<file path="config.mk">
export PLATFORM = sky130hd
export DESIGN_NAME = bft_leaf_endpoint
export DESIGN_NICKNAME = d
export VERILOG_FILES = /design/src/rtl/bft_leaf_endpoint.sv
export SDC_FILE = /design/constraint.sdc
export NUM_CORES = 1
export LEC_CHECK = 0
export CORE_ASPECT_RATIO = 0.5
export CORE_MARGIN = 2
export CORE_UTILIZATION = 35
export DETAILED_ROUTE_END_ITERATION = 7
export HOLD_SLACK_MARGIN = 0.12
export PLACE_DENSITY_LB_ADDON = 0.2
export SETUP_SLACK_MARGIN = 0.02
export SYNTH_ARGS = -nofsm -noshare
export SYNTH_HDL_FRONTEND = slang
export SYNTH_SLANG_ARGS = --single-unit
</file>
<file path="constraint.sdc">
create_clock -name clk -period 6.62 [get_ports clk]
set_input_delay 0.993 -clock clk [delete_from_list [all_inputs] [get_ports clk]]
set_output_delay 0.993 -clock clk [all_outputs]
set_load 0.1 [all_outputs]
</file>
<file path="src/rtl/bft_leaf_endpoint.sv">
// Leaf-side endpoint of a BFT link: TX/RX packet FIFOs, ingress drop/resend
// reporting and the page start sequencer.
module bft_leaf_endpoint #(
  parameter logic [4:0] LEAF_ADDR     = 5'd0,
  parameter int         TX_DEPTH      = 8,
  parameter int         RX_DEPTH      = 8,
  parameter int         START_TIMEOUT = 1024
) (
  input  logic        clk,
  input  logic        reset,
  input  logic [47:0] tx_pkt_data,
  input  logic        tx_pkt_valid,
  output logic        tx_pkt_ready,
  output logic [48:0] din_leaf_bft2interface,
  input  logic [48:0] dout_leaf_interface2bft,
  output logic [47:0] rx_pkt_data,
  output logic        rx_pkt_valid,
  input  logic        rx_pkt_ready,
  output logic        resend,
  input  logic        start_req,
  output logic        ap_start,
  output logic        leaf_alive,
  output logic [15:0] drop_count
);

  // state  | meaning
  // IDLE   | waiting for start_req, ap_start low
  // START  | ap_start high, waiting for first ingress packet or timeout
  // RETRY  | ap_start low for one cycle before restarting
  // RUN    | page alive, left only by reset
  typedef enum logic [1:0] {S_IDLE, S_START, S_RETRY, S_RUN} state_e;

  localparam int TXAW = $clog2(TX_DEPTH);
  localparam int TXCW = TXAW + 1;
  localparam int RXAW = $clog2(RX_DEPTH);
  localparam int RXCW = RXAW + 1;
  localparam int TW   = (START_TIMEOUT > 2) ? $clog2(START_TIMEOUT) : 1;
  localparam logic [TXCW-1:0] TX_FULL  = TXCW'(TX_DEPTH);
  localparam logic [RXCW-1:0] RX_FULL  = RXCW'(RX_DEPTH);
  localparam logic [TW-1:0]   TMR_LOAD = TW'(START_TIMEOUT - 1);

  // ---------------- TX path ----------------
  // Address bits of the body are replaced by LEAF_ADDR, so only [42:0] is stored.
  logic [42:0]     tx_mem_q [TX_DEPTH];
  logic [TXAW-1:0] tx_wr_ptr_q, tx_rd_ptr_q;
  logic [TXCW-1:0] tx_count_q;
  logic [48:0]     din_q;
  logic            tx_push, tx_pop;
  logic            unused_tx_addr;

  assign unused_tx_addr = ^tx_pkt_data[47:43];
  assign tx_pkt_ready   = (tx_count_q != TX_FULL);
  assign tx_push        = tx_pkt_valid && tx_pkt_ready;
  assign tx_pop         = (tx_count_q != '0);

  always_ff @(posedge clk) begin
    if (tx_push) tx_mem_q[tx_wr_ptr_q] <= tx_pkt_data[42:0];
  end

  always_ff @(posedge clk or posedge reset) begin
    if (reset) begin
      tx_wr_ptr_q <= '0;
      tx_rd_ptr_q <= '0;
      tx_count_q  <= '0;
      din_q       <= '0;
    end else begin
      if (tx_push) tx_wr_ptr_q <= tx_wr_ptr_q + 1'b1;
      if (tx_pop)  tx_rd_ptr_q <= tx_rd_ptr_q + 1'b1;
      case ({tx_push, tx_pop})
        2'b10:   tx_count_q <= tx_count_q + 1'b1;
        2'b01:   tx_count_q <= tx_count_q - 1'b1;
        default: tx_count_q <= tx_count_q;
      endcase
      din_q <= tx_pop ? {1'b1, LEAF_ADDR, tx_mem_q[tx_rd_ptr_q]} : 49'd0;
    end
  end

  assign din_leaf_bft2interface = din_q;

  // ---------------- RX path ----------------
  logic [47:0]     rx_mem_q [RX_DEPTH];
  logic [RXAW-1:0] rx_wr_ptr_q, rx_rd_ptr_q;
  logic [RXCW-1:0] rx_count_q;
  logic            rx_in_valid, rx_full, rx_push, rx_drop, rx_pop;
  logic            resend_q;
  logic [15:0]     drop_count_q;

  // Fullness uses the registered count, so a same-cycle pop never rescues an arrival.
  assign rx_in_valid  = dout_leaf_interface2bft[48];
  assign rx_full      = (rx_count_q == RX_FULL);
  assign rx_push      = rx_in_valid && !rx_full;
  assign rx_drop      = rx_in_valid && rx_full;
  assign rx_pkt_valid = (rx_count_q != '0);
  assign rx_pop       = rx_pkt_ready && rx_pkt_valid;
  assign rx_pkt_data  = rx_mem_q[rx_rd_ptr_q];

  always_ff @(posedge clk) begin
    if (rx_push) rx_mem_q[rx_wr_ptr_q] <= dout_leaf_interface2bft[47:0];
  end

  always_ff @(posedge clk or posedge reset) begin
    if (reset) begin
      rx_wr_ptr_q  <= '0;
      rx_rd_ptr_q  <= '0;
      rx_count_q   <= '0;
      resend_q     <= 1'b0;
      drop_count_q <= '0;
    end else begin
      if (rx_push) rx_wr_ptr_q <= rx_wr_ptr_q + 1'b1;
      if (rx_pop)  rx_rd_ptr_q <= rx_rd_ptr_q + 1'b1;
      case ({rx_push, rx_pop})
        2'b10:   rx_count_q <= rx_count_q + 1'b1;
        2'b01:   rx_count_q <= rx_count_q - 1'b1;
        default: rx_count_q <= rx_count_q;
      endcase
      resend_q <= rx_drop;
      if (rx_drop && (drop_count_q != 16'hFFFF)) drop_count_q <= drop_count_q + 16'd1;
    end
  end

  assign resend     = resend_q;
  assign drop_count = drop_count_q;

  // ---------------- Start FSM ----------------
  state_e          state_q, state_d;
  logic [TW-1:0]   tmr_q, tmr_d;
  logic            ap_start_q, leaf_alive_q;

  always_comb begin
    state_d = state_q;
    tmr_d   = tmr_q;
    case (state_q)
      S_IDLE: begin
        if (start_req) begin
          state_d = S_START;
          tmr_d   = TMR_LOAD;
        end
      end
      S_START: begin
        // Ingress takes priority over a coincident timeout.
        if (rx_in_valid)         state_d = S_RUN;
        else if (tmr_q == '0)    state_d = S_RETRY;
        else                     tmr_d   = tmr_q - 1'b1;
      end
      S_RETRY: begin
        state_d = S_START;
        tmr_d   = TMR_LOAD;
      end
      S_RUN:   state_d = S_RUN;
      default: state_d = S_IDLE;
    endcase
  end

  always_ff @(posedge clk or posedge reset) begin
    if (reset) begin
      state_q      <= S_IDLE;
      tmr_q        <= '0;
      ap_start_q   <= 1'b0;
      leaf_alive_q <= 1'b0;
    end else begin
      state_q      <= state_d;
      tmr_q        <= tmr_d;
      ap_start_q   <= (state_d == S_START);
      leaf_alive_q <= (state_d == S_RUN);
    end
  end

  assign ap_start   = ap_start_q;
  assign leaf_alive = leaf_alive_q;

endmodule

</file>
Word-level counts from Yosys, hierarchy flattened
Memories as Yosys holds them, arrays and structs flattened. Cells that the tools add are included.

Flip-flop bits (word level): 100. RAM bits: 728. Output and inout bits: 118. Word-level logic and storage cells: 69. Memories kept: 2.

Memories: rx_mem_q (depth 8, width 48, read ports 1, clocked after memory_dff 0, write ports 1, RTL line 81) `logic [47:0] rx_mem_q [RX_DEPTH];`; tx_mem_q (depth 8, width 43, read ports 1, clocked after memory_dff 0, write ports 1, RTL line 44) `logic [42:0] tx_mem_q [TX_DEPTH];`.

$add $sub $neg: 10. Equal/unequal tests: 15. Mux-type cells: 15. Reduce and logical (&&, ||, !) cells: 14.

Operators by type and width (count): $mux W49 (1); $mux W10 (3); $pmux W10 S3 (1); $add A16 B1 Y16 const B (1); $ne A16 B16 Y1 const B (1); $pmux W4 S2 (2); $add A3 B1 Y3 const B (4); $eq A2 B2 Y1 const B (5); $logic_not A10 Y1 (1); $sub A10 B1 Y10 const B (1); $add A4 B1 Y4 const B (2); $eq A2 B1 Y1 const B (4); $pmux W2 S4 (1); $reduce_bool A4 Y1 (2); $sub A4 B1 Y4 const B (2); $mux W2 (3); $ne A2 B2 Y1 const B (3); $logic_and A1 B1 Y1 (5); $eq A4 B4 Y1 const B (1); $mux W1 (4); $ne A4 B4 Y1 const B (1); $reduce_and A4 Y1 (1); $reduce_bool A2 Y1 (2); $reduce_bool A3 Y1 (1); other kinds (2) (2).

Longest topological paths before layout
Gate-level depths: netlist (run 1).

Word-level depth: 5. Depth in mapped cells: 10. Mapped depth without buffers: 9.

Least setup slack after synthesis (run 1)
OpenSTA, ideal clock, no wires.

Path kind: reg-to-reg. Start: register tx_count_q[1]. End: memory tx_mem_q[0][0] (enable). Library setup time: 0.497 ns. Data arrival time: 4.877 ns. Setup slack: 1.246 ns. Stages on the path, launching flop included: 6. Buffers on the path: 1. Clock period less this slack: 5.374 ns. Cell sequence: dfrtp_1 -> clkbuf_1 -> or4b_1 -> nand2_1 -> or2_1 -> nor3_1.

Word-level cells in the longest chain between the ends: 4.

RTL lines: from (decl) (RTL line 46) `logic [TXCW-1:0] tx_count_q;`; from (signal assigned) (RTL line 70) `2'b10: tx_count_q <= tx_count_q + 1'b1;`; from (signal assigned) (RTL line 71) `2'b01: tx_count_q <= tx_count_q - 1'b1;`; from (signal assigned) (RTL line 72) `default: tx_count_q <= tx_count_q;`; $ne A4 B4 Y1 (RTL line 52) `assign tx_pkt_ready = (tx_count_q != TX_FULL);`; via tx_pkt_ready (RTL line 13) `output logic tx_pkt_ready,`; $logic_and A1 B1 Y1 (RTL line 53) `assign tx_push = tx_pkt_valid && tx_pkt_ready;`; $mux W1 (RTL line 57) `if (tx_push) tx_mem_q[tx_wr_ptr_q] <= tx_pkt_data[42:0];`; $mux W1 (not written as such) (RTL line 57); to (decl) (RTL line 44).

The timed path passes the listed nets, and every way through them passes these cells.

Final worst setup path (run 1)
Start: register rx_rd_ptr_q[1]. End: output port rx_pkt_data[24].

Word-level cells in the longest chain between the ends: 1.

RTL lines: from (decl) (RTL line 82) `logic [RXAW-1:0] rx_wr_ptr_q, rx_rd_ptr_q;`; from (signal assigned) (RTL line 110) `if (rx_pop) rx_rd_ptr_q <= rx_rd_ptr_q + 1'b1;`; $mem_v2 Z8 W48; to (decl) (RTL line 16) `output logic [47:0] rx_pkt_data,`.

Every way passes these cells.

==> flow_summary.json, run 1 <==
{
  "fp.dieArea_um2": 91900,
  "io_buffers": 209,
  "multi_input_area_um2": 6760,
  "synth-edff-count": 728,
  "die_h_um": 215,
  "antenna_found_initial": 1,
  "final_cells": 2920,
  "grt_overflow": 0,
  "crit_slowest_cell": "dfrtp_4",
  "worstSetupEndpointType": "output pin",
  "drt_iter0_markers": 1022,
  "cts_resized": 0,
  "syn_avg_cell_area_um2": 22.0,
  "reg2reg_depth": 5,
  "ios": 220,
  "crit_chain": "buf_4, mux4_2, mux2_2, clkdlybuf4s50_1",
  "cts.reportedPaths.clkPinSlew_ns": 0.06,
  "hold_path_depth": 1,
  "floorplan.initialDensity_pct": 35.4,
  "gr-max-usage-layer": "met2",
  "dp_cells": 2783,
  "synthesis.area_um2": 31300,
  "final_common_cell": "edfxtp_1",
  "regArea_um2": 24300,
  "yosys_register_bits": 823,
  "globalplace.congestion": 0.690,
  "via_per_inst": 4.86,
  "clock_skew_ns": 0.0261,
  "yosysWarnings": 0,
  "crit_type": "flip-flop to output pin",
  "min_period_over_period_pct": 72.5,
  "maxSlewViolCount": 0,
  "required_ns": 5.63,
  "timing.final.crit_period_ns": 4.80,
  "timing.rr.start": "tx_count_q[1]$_DFFE_PP0P_",
  "rsz0062_at_grt": "false",
  "finalSetupViolCount": 0,
  "clk_latency_ns": 0.65,
  "cp_slowest_stage_delay_ns": 0.99,
  "drcViolationCount": 0,
  "fp.coreArea_um2": 88400,
  "worstHoldStart": "drop_count[15]$_DFFE_PP0P_",
  "fill_cells": 7747,
  "peakVddDrop_v": 0.000438,
  "power_density_nw_per_um2": 505,
  "arrival_ns": 3.81,
  "cpLargestDelayFamily": "buffers and inverters",
  "p_leak_nw": 12.3,
  "synthFlopType": "edfxtp_1",
  "post_drt_wl_per_cell_um": 22.5,
  "synth_cell_type_count": 57,
  "yosysSeqAreaShare_pct": 77.5,
  "hold_end": "drop_count[15]$_DFFE_PP0P_",
  "cp_num_buf_inv": 2,
  "antenna_left": 0,
  "cts.sinks": 823,
  "area_growth_pct": 19.5,
  "postCtsHoldBufs": 0,
  "max_slew_margin_pct": 28.8,
  "syn_inst": 1419,
  "tightest_slew_ns": 1.07,
  "vias": 14200,
  "cts_root_buffer": "clkbuf_16",
  "grtUsageTotal_pct": 14.4,
  "std_cell_rows": 77,
  "hpwl_mm": 34.2,
  "dr.pass1.iters": 4,
  "grt_pass1_wl_mm": 97.6,
  "crit_path_max_fanout": 53,
  "rrSetupSlack_ns": 3.59,
  "grt_max_degree": 55,
  "htreeDepth": 3,
  "synthArstFlopShare_pct": 11.5,
  "cts_buffer_depth": 3,
  "layout_common_cells": "edfxtp_1, clkdlybuf4s50_1, mux4_2",
  "layout-drive-gt1-share_pct": 23.5,
  "crit_path_start_kind": "flip-flop",
  "status": "completed",
  "cts_tree": "yes",
  "wl_mm": 65.6,
  "cap_violations": 0,
  "die_w_um": 427,
  "n_antenna_cell": 0,
  "met3_usage_pct": 3.02,
  "cts_setup_buffers": 0,
  "hold_viol_final": 0,
  "use_met1_pct": 19.4,
  "fin_nets": 1793,
  "cts_buffers": 77,
  "r2r_end": "tx_mem_q[2][32]$_DFFE_PP_",
  "tns_ns": 0,
  "hp-class": "flip-flop to flip-flop",
  "fmaxAchievable_mhz": 208,
  "grt_use_met2_pct": 24.0,
  "first_global_vias": 15200
}
-- Yosys cell counts, drive strengths merged (9+ instances only) --
cell	n	share of area, %
a21oi	12	0.19
buf	41	0.76
clkbuf	27	0.32
dfrtp	95	7.6
edfxtp	728	70
ha	13	0.52
inv	16	0.19
mux2	53	1.9
mux2i	45	1.4
mux4	182	13
nand2	20	0.24
nand3	10	0.16
nor2	64	0.77
nor3	9	0.14
xnor2	10	0.28
xor2	17	0.48
-- cells by family after synthesis --
| family | count (synthesis) | synth area share (%) |
|---|---|---|
| buf+inv | 84 | 1.27 |
| other cells | 1 | 0.0120 |
| compound gates | 40 | 0.904 |
| xor+xnor | 27 | 0.756 |
| mux | 280 | 16.5 |
| flops | 823 | 77.5 |
| fa+ha+maj | 14 | 0.584 |
| simple gates | 150 | 2.49 |
-- per-layer routing --
| metal | vias to the layer above | routed length, µm | share of wire [%] |
|---|---|---|---|
| met5 | - | 13 | 0.020 |
| met4 | 2 | 1070 | 1.6 |
| met3 | 82 | 2020 | 3.1 |
| met2 | 176 | 32900 | 50 |
| met1 | 7588 | 29600 | 45 |
| li1 | 6333 | - | - |
-- flip-flops by register name, summed over array words and instances, names as in the netlist, 2 cells and up --
signal                  count
tmr_q                      10
din_leaf_bft2interface     44
rx_mem_q                  384
rx_wr_ptr_q                 3
tx_rd_ptr_q                 3
state_q                     2
rx_count_q                  4
rx_rd_ptr_q                 3
tx_count_q                  4
tx_wr_ptr_q                 3
drop_count                 16
tx_mem_q                  344
-- how the worst max path moves through the flow --
stage | slack, ns | from | cells past startpoint | end
floorplan | 1.25 | tx_count_q[1]$_DFFE_PP0P_ | 5 | tx_mem_q[0][0]$_DFFE_PP_
global placement | 2.40 | rx_rd_ptr_q[1]$_DFFE_PP0P_ | 4 | rx_pkt_data[24]
detailed placement | 2.40 | rx_rd_ptr_q[1]$_DFFE_PP0P_ | 4 | rx_pkt_data[24]
CTS | 1.66 | rx_rd_ptr_q[1]$_DFFE_PP0P_ | 4 | rx_pkt_data[24]
global route | 1.60 | rx_rd_ptr_q[0]$_DFFE_PP0P_ | 4 | rx_pkt_data[7]
finish | 1.82 | rx_rd_ptr_q[1]$_DFFE_PP0P_ | 4 | rx_pkt_data[24]
-- cell type report --
type,instances,share of cell area (%)
Multi-Input combinational cell,516,18.1
Sequential cell,823,64.9
Tap cell,1185,3.97
Clock inverter,32,0.841
Timing Repair Buffer,243,6.32
Clock buffer,105,5.65
Inverter,16,0.167
-- stage by stage --
step           utilization [%]  worst slack [ns]  hold WS (ns)  cell area, µm²  power (W)
5_1_grt                   42.2              1.60         0.497           37300     0.0197
3_3_place_gp              39.5              2.40         0.475           34900     0.0148
3_5_place_dp              39.5              2.40         0.477           34900     0.0148
4_1_cts                   42.2              1.66         0.485           37300     0.0192
6_report                  42.2              1.82         0.474           37300     0.0189
2_1_floorplan                -              1.25         0.462           31300     0.0128
-- power breakdown --
part	internal (W)	total (W)	switching, W
Combinational	0.00242	0.00738	0.00495
Sequential	0.00659	0.00713	0.000536
Clock	0.00244	0.00434	0.00191
Total	0.0115	0.0189	0.00740
Note: power is estimated with default switching activity, not from simulation.
==> inputs of run 2 (changes only) <==
==> constraint.sdc (replaced) <==
create_clock -name clk -period 4.2 [get_ports clk]
set_input_delay 0.63 -clock clk [delete_from_list [all_inputs] [get_ports clk]]
set_output_delay 0.63 -clock clk [all_outputs]
set_load 0.1 [all_outputs]
==> run 2 against run 1 <==
Effect of this change:
- count of clock-buffer cells in the layout is 11 lower
- combinational power is 56% higher
- first-iteration DRC count is 6.4% lower
- sequential share of layout area is 0.28 points lower
- critical path type unchanged
- final area is 0.43% higher
- total power is 58% higher
- sequential cell count stayed put
==> flow_summary.json, run 2 (same netlist as run 1, synthesis figures left out) <==
{
  "dr.pass1.iters": 7,
  "drt_iter0_markers": 957,
  "clock_skew_ns": 0.0300,
  "cts_buffer_depth": 3,
  "layout_common_cells": "edfxtp_1, mux4_2, clkdlybuf4s50_1",
  "stdcell_area_um2": 37500,
  "r2r_end": "tx_mem_q[2][4]$_DFFE_PP_",
  "cts.sinks": 823,
  "largest_register_ffs": 384,
  "hold_viol_final": 0,
  "crit_path_max_fanout": 36,
  "hp-class": "input port to asynchronous set/reset pin",
  "place_ws_ns": 1.06,
  "worstSetupStartpoint": "rx_rd_ptr_q[0]$_DFFE_PP0P_",
  "final_cells": 2946,
  "clk_latency_ns": 0.66,
  "hpwl_mm": 36.6,
  "post_drt_wl_per_cell_um": 22.6,
  "arrival_ns": 3.03,
  "cts_resized": 0,
  "fin_nets": 1813,
  "maxSlewViolCount": 0,
  "timing.rr.start": "tx_count_q[1]$_DFFE_PP0P_",
  "grtUsageTotal_pct": 14.8,
  "cts_root_buffer": "clkbuf_16",
  "rsz0062_at_grt": "false",
  "largest-register": "rx_mem_q",
  "fmaxAchievable_mhz": 273,
  "die_h_um": 215,
  "max_slew_margin_pct": 26.8,
  "final_common_cell": "edfxtp_1",
  "grt_pass1_wl_mm": 101,
  "cts.reportedPaths.clkPinSlew_ns": 0.06,
  "rrSetupSlack_ns": 1.58,
  "post_dp_cell_area_um2": 35000,
  "worstSetupEndpointType": "output pin",
  "floorplan.initialDensity_pct": 35.4,
  "setup_slack_ns": 0.540,
  "wl_mm": 66.5,
  "cts_setup_buffers": 0,
  "first_global_vias": 15700,
  "min_period_over_period_pct": 87.1,
  "area_growth_pct": 20.0,
  "globalplace.congestion": 0.733,
  "power_density_nw_per_um2": 795,
  "crit_path_start_kind": "flip-flop",
  "layout-drive-gt1-share_pct": 27.6,
  "dp_cells": 2802,
  "endpoint": "rx_pkt_data[13]",
  "cap_violations": 0,
  "drcViolationCount": 0,
  "status": "completed",
  "required_ns": 3.57,
  "cts_tree": "yes",
  "io_buffers": 209,
  "grt_overflow": 0,
  "die_w_um": 427,
  "antenna_found_initial": 3,
  "vias": 14300,
  "ios": 220,
  "htreeDepth": 3,
  "std_cell_rows": 77,
  "antenna_left": 0,
  "p_leak_nw": 12.4,
  "fp.dieArea_um2": 91900,
  "postCtsHoldBufs": 0,
  "via_per_inst": 4.86,
  "finalSetupViolCount": 0,
  "peakVddDrop_v": 0.000717,
  "reg2reg_depth": 5,
  "fp.coreArea_um2": 88400,
  "crit_type": "flip-flop to output pin",
  "cts_buffers": 78,
  "timing.final.crit_period_ns": 3.66,
  "tightest_slew_ns": 1.10,
  "grt_max_degree": 53
}
-- run 2: changes by cell type in the layout (fill, tap and decap cells not counted), sizes merged --
cell,before,now
clkinvlp,2,6
clkinv,21,33
clkdlybuf4s50,209,161
diode,0,2
buf,34,101
clkbuf,105,94
-- run 2: area by class of cell --
type / count / area [µm²]
Antenna cell: 2 / 5.00
Clock buffer: 94 / 2050
Clock inverter: 48 / 407
Fill cell: 7741 / 50900
Inverter: 16 / 62.6
Multi-Input combinational cell: 516 / 6790
Sequential cell: 823 / 24300
Tap cell: 1185 / 1480
Timing Repair Buffer: 262 / 2460
-- run 2: per-layer routing --
layer  vias to the layer above  GRT usage [%]  wire length (µm)
met4                         4           4.14              1320
met3                        98           3.25              2500
met1                      7650           19.4             29100
li1                       6370              -                 -
met2                       200           24.9             33600
met5                         -              0                27
-- run 2: power by group --
group	switching, W	leakage, nW	total (W)	internal, W
Clock	0.00307	1.20	0.00688	0.00382
Sequential	0.00102	7.72	0.0114	0.0104
Combinational	0.00772	3.52	0.0115	0.00382
-- run 2: worst min path at each step --
stage / slack [ns] / from / to / cells past startpoint
floorplan: 0.46 / rx_count_q[3]$_DFFE_PP0P_ / rx_count_q[3]$_DFFE_PP0P_ / 1
CTS: 0.46 / reset / ap_start$_DFF_PP0_ / 2
detailed placement: 0.47 / drop_count[15]$_DFFE_PP0P_ / drop_count[15]$_DFFE_PP0P_ / 1
global placement: 0.48 / rx_count_q[3]$_DFFE_PP0P_ / rx_count_q[3]$_DFFE_PP0P_ / 1
global route: 0.51 / reset / tmr_q[2]$_DFFE_PP0P_ / 2
finish: 0.47 / reset / tmr_q[2]$_DFFE_PP0P_ / 2
-- run 2: stage by stage --
| step | setup TNS, ns | power [W] | hold WS, ns | util (%) |
|---|---|---|---|---|
| 2_1_floorplan | -2.32 | 0.0202 | 0.462 | - |
| 3_3_place_gp | 0 | 0.0234 | 0.477 | 39.6 |
| 3_5_place_dp | 0 | 0.0234 | 0.473 | 39.6 |
| 4_1_cts | 0 | 0.0304 | 0.455 | 42.4 |
| 5_1_grt | 0 | 0.0312 | 0.507 | 42.4 |
| 6_report | 0 | 0.0298 | 0.472 | 42.4 |
-- run 2: critical path, stage by stage (launching register included) --
cell and delay [ns]:
dfrtp_4 0.94, buf_4 0.36, mux4_2 0.53, mux2_2 0.28
buf_4 0.23
